===== src/rtl/icache_direct.sv =====
// icache_direct: direct-mapped, one-word-per-block instruction cache sitting
// between the fetch stage and the memory controller instruction port.
// Hits are served combinationally; a miss fetches one word and fills the frame.
// Optional feature macro: ICACHE_STATS_EN enables the hit/miss counters;
// without it hit_count/miss_count read as zero and no counter flops exist.
module icache_direct #(
  parameter int SETS = 16,
  parameter int TAGW = 30 - $clog2(SETS)
) (
  input  logic        CLK,
  input  logic        nRST,
  input  logic        imemREN,
  input  logic [31:0] imemaddr,
  output logic        ihit,
  output logic [31:0] imemload,
  input  logic        flush,
  output logic        iREN,
  output logic [31:0] iaddr,
  input  logic        iwait,
  input  logic [31:0] iload,
  output logic [31:0] hit_count,
  output logic [31:0] miss_count
);

  localparam int IDX = $clog2(SETS);

  typedef enum logic {
    IDLE  = 1'b0,
    FETCH = 1'b1
  } state_e;

  state_e            state_q;
  logic [29:0]       miss_q;     // word address of the outstanding miss
  logic [SETS-1:0]   valid_q;
  logic [TAGW-1:0]   tag_q  [SETS];
  logic [31:0]       data_q [SETS];

  logic [IDX-1:0]    req_idx;
  logic [TAGW-1:0]   req_tag;
  logic [IDX-1:0]    miss_idx;
  logic [TAGW-1:0]   miss_tag;
  logic              lookup_hit;
  logic              start_miss;
  logic              fill_en;
  logic              unused_addr_bits;

  assign req_idx  = imemaddr[IDX+1:2];
  assign req_tag  = imemaddr[31:IDX+2];
  assign miss_idx = miss_q[IDX-1:0];
  assign miss_tag = miss_q[29:IDX];

  // Byte offset within the word carries no information for a word cache.
  assign unused_addr_bits = ^imemaddr[1:0];

  // Raw lookup; flush and state qualify it below.
  assign lookup_hit = imemREN & valid_q[req_idx] & (tag_q[req_idx] == req_tag);

  // A miss is only launched from IDLE; flush suppresses it for that cycle.
  assign start_miss = (state_q == IDLE) & imemREN & ~lookup_hit & ~flush;

  // Fill on the cycle the controller delivers data, unless a flush aborts it.
  assign fill_en = (state_q == FETCH) & ~iwait & ~flush;

  // Control state: FSM, outstanding miss address and valid bits.
  always_ff @(posedge CLK) begin
    if (!nRST) begin
      state_q <= IDLE;
      miss_q  <= '0;
      valid_q <= '0;
    end else begin
      if (flush) begin
        valid_q <= '0;
      end else if (fill_en) begin
        valid_q[miss_idx] <= 1'b1;
      end

      if (state_q == IDLE) begin
        if (start_miss) begin
          state_q <= FETCH;
          miss_q  <= imemaddr[31:2];
        end
      end else begin
        // Fill completes regardless of what the fetch stage does meanwhile.
        if (flush || !iwait) begin
          state_q <= IDLE;
        end
      end
    end
  end

  // Tag and data arrays hold no reset; valid_q alone decides hits.
  always_ff @(posedge CLK) begin
    if (fill_en) begin
      data_q[miss_idx] <= iload;
      tag_q[miss_idx]  <= miss_tag;
    end
  end

  assign ihit     = nRST & (state_q == IDLE) & lookup_hit & ~flush;
  assign imemload = data_q[req_idx];
  assign iREN     = (state_q == FETCH);
  assign iaddr    = (state_q == FETCH) ? {miss_q, 2'b00} : 32'h0;

`ifdef ICACHE_STATS_EN
  logic [31:0] hit_cnt_q;
  logic [31:0] miss_cnt_q;

  // Statistics: hit cycles and launched misses; flush leaves them alone.
  always_ff @(posedge CLK) begin
    if (!nRST) begin
      hit_cnt_q  <= '0;
      miss_cnt_q <= '0;
    end else begin
      if (ihit) begin
        hit_cnt_q <= hit_cnt_q + 32'd1;
      end
      if (start_miss) begin
        miss_cnt_q <= miss_cnt_q + 32'd1;
      end
    end
  end

  assign hit_count  = hit_cnt_q;
  assign miss_count = miss_cnt_q;
`else
  assign hit_count  = 32'h0;
  assign miss_count = 32'h0;
`endif

endmodule


===== config.mk =====
export PLATFORM = sky130hd
export DESIGN_NAME = icache_direct
export DESIGN_NICKNAME = d
export VERILOG_FILES = /design/src/rtl/icache_direct.sv
export SDC_FILE = /design/constraint.sdc
export NUM_CORES = 1
export LEC_CHECK = 0
export CORE_MARGIN = 8
export CORE_UTILIZATION = 56
export DETAILED_ROUTE_END_ITERATION = 7
export PLACE_DENSITY = 0.84
export SYNTH_ARGS = -nofsm -noshare
export SYNTH_HDL_FRONTEND = slang
export SYNTH_SLANG_ARGS = --single-unit

===== constraint.sdc =====
create_clock -name CLK -period 7.2 [get_ports CLK]
set_clock_uncertainty 0.05 [all_clocks]
set_input_delay 1.44 -clock CLK [delete_from_list [all_inputs] [get_ports CLK]]
set_output_delay 1.44 -clock CLK [all_outputs]
set_load 0.005 [all_outputs]

==> run summary <==
outcome = finished, final reports clean
commonest non-fill, non-tap cells in the layout = edfxtp_1, mux4_2, clkdlybuf4s50_1
cts bufs inserted = 90
Area growth syn-to-layout = 13.73%
wire length per cell = 31.32 um
ys flop type = edfxtp_1
Yosys reg bits = 975
Skew-Pair Late Insertion Delay = 0.65 ns
die area = 0.07671 mm^2
number of synthesized flops with an enable pin = 928
IO Pins = 199
distinct cell type count of the synthesized netlist = 53
final wirelength = 91080 um
floorplan core area = 0.06728 mm^2
Tcrit/Tclk final = 91.60%
worst rel slew slack = 21.05%
DR vias = 18716
asr flop ratio synth = 0%
vias per inst = 6.436
Mapped Area = 0.03814 mm^2
critical path data required time = 5.71 ns
GR Overflow Total = 0
PostCTS Resize Cnt = 0
GPL Wtd Cong = 0.7887
CP arrival = 5.11 ns
post-synth top area cell = edfxtp_1
FMAX = 151.6 MHz
Rows = 95
placed cell areas = 0.04034 mm^2
synth warn = 0
Worst VDD drop = 324.6 uV
first-pass GRT wire length = 132500 um
Die W = 277.0 um
layout cells sized above 1 = 23.17%
port bufs = 130
initial antenna violation count = 5
Worst Hold Class = flop to flop
syn avg cell area = 21.50 um^2
Die Ht = 277.0 um
pwr/cell area = 269.4 mW/mm^2
Sw Ratio = 20.50%
sequential area share after synthesis = 75.53%
H-tree levels = 3
# fillers = 4119
Final min period = 6.595 ns
starting density of the core = 56.69%
largest net degree at the start of global routing = 93
CP Launch Type = input port
Final Hold Viols = 0
Final Util = 64.47%
unrepaired setup endpoints after global routing = false
commonest non-fill, non-tap cell in the layout = edfxtp_1
Worst-path clk slew = 0.06 ns
setup repair bufs after CTS = 0
Sum Neg Setup Slack = 0 ns
Crit Path Class = input port to output port
area share of the largest cell type after synthesis = 73.07%
Switching Power = 2.396 mW
CTS sink count = 975
worst slew pin tran = 1.184 ns
cts hold-fix bufs = 0
drt drc = 0
vias in the first global route = 19795
Comb pwr share = 4.7%
Max-cap violations = 0
Root Buffer = clkbuf_16
CTS tree = done
sequential power share = 53.5%
DRT iter0 DRCs = 2464
Worst setup EP type = output port
Syn Inst Count = 1774
Total GRT Usage = 23.47%
Max Slew Vio Count = 0
first drt pass iteration count = 5
Bufs on Longest Clock Path = 3
critical path peak fanout = 92
Routed Antenna Nets = 0
Hold WS = 0.4314 ns
top cells by area, synth = edfxtp_1, mux4_2, dfxtp_1
leak pwr = 13.60 nW
fin nets = 2027
Finished Cell Area = 0.04337 mm^2
Final setup viols = 0
Clock Power Share = 41.8%
post-DP HPWL = 47560 um
Pint = 9.290 mW
[cell usage after synthesis (all sizes together), types with 4 or more instances]
| cell | number |
|---|---|
| nor3 | 11 |
| nand2b | 7 |
| o21ai | 9 |
| edfxtp | 928 |
| nor2 | 54 |
| nand3 | 4 |
| xnor2 | 29 |
| a22oi | 9 |
| buf | 122 |
| nand2 | 73 |
| dfxtp | 47 |
| nand4 | 4 |
| and2 | 32 |
| a21oi | 7 |
| xor2 | 18 |
| clkbuf | 35 |
| mux2i | 93 |
| mux4 | 255 |
[state kept, by name (all words and copies together), names as in the netlist]
register  cells
data_q      512
iREN          1
miss_q       30
tag_q       416
valid_q      16
[path summary, 6_finish.rpt]
kind / slack (ns) / endpoint / depth (start not counted) / start
setup / recovery: 0.60 / ihit / 10 / imemaddr[3]
setup reg to reg: 3.20 / data_q[13][11]$_DFFE_PP_ / 5 / iREN$_SDFF_PN0_
hold / removal: 0.43 / valid_q[13]$_SDFFE_PP0P_ / 2 / valid_q[13]$_SDFFE_PP0P_
hold reg to reg: 0.43 / valid_q[13]$_SDFFE_PP0P_ / 2 / valid_q[13]$_SDFFE_PP0P_
[layer usage]
| layer | part of all wire (%) | vias up | track usage [%] |
|---|---|---|---|
| met3 | 10 | 224 | 5.416 |
| met4 | 3.2 | 2 | 8.090 |
| met1 | 35 | 9773 | 29.26 |
| met5 | 0.015 | - | 0 |
| li1 | - | 7491 | - |
| met2 | 51 | 1226 | 40.45 |
[power by group through the flow]
stage | clock network [mW] | logic, mW | registers (mW)
2_1_floorplan | 0 | 0.357 | 6.36
4_1_cts | 4.93 | 0.550 | 6.26
6_report | 4.88 | 0.546 | 6.26
3_5_place_dp | 0 | 0.538 | 6.38
3_3_place_gp | 0 | 0.525 | 6.37
5_1_grt | 5.13 | 0.581 | 6.26
[area by class of cell]
class / count / area (um^2) / area share [%]
sequential: 975 / 28810 / 66.42
multi-input combinational: 705 / 8700 / 20.06
clock buffer: 120 / 2500 / 5.764
timing repair buffer: 184 / 1735 / 4.001
tap: 873 / 1092 / 2.518
clock inverter: 47 / 526.8 / 1.214
inverter: 2 / 7.507 / 0.01731
antenna: 2 / 5.005 / 0.01154
[critical path: stages]
cell and delay [ns]:
buf_8 0.57, mux4_2 0.61, mux2i_1 0.18, mux2i_1 0.13
xnor2_1 0.21, nand2_1 0.10, nor4_1 0.61, nand4_1 0.27
nor3_1 0.23, clkdlybuf4s50_1 0.57
[cell families (layout without fill, tap and decap cells)]
logic type / count (synthesis) / in the layout / synth area share, %
DFF: 975 / 975 / 75.53
muxes: 351 / 351 / 17.59
and+or+nand+nor: 200 / 200 / 2.467
buffers and inverters: 159 / 353 / 2.588
xor gates and xnor gates: 47 / 47 / 1.079
AOI/OAI and AO/OA: 41 / 41 / 0.7349
other: 1 / 68 / 0.009832
[stage by stage]
stage                     power, mW  setup slack (ns)  instances
after global placement        6.896            0.7252       2739
after CTS                     11.74            0.6546       2906
final                         11.69            0.6049       2908
after global routing          11.97            0.5264       2906
after floorplan               6.717            0.6608       1839
after detailed placement      6.916            0.6382       2739
No activity file was read; power rests on OpenSTA's default activity.
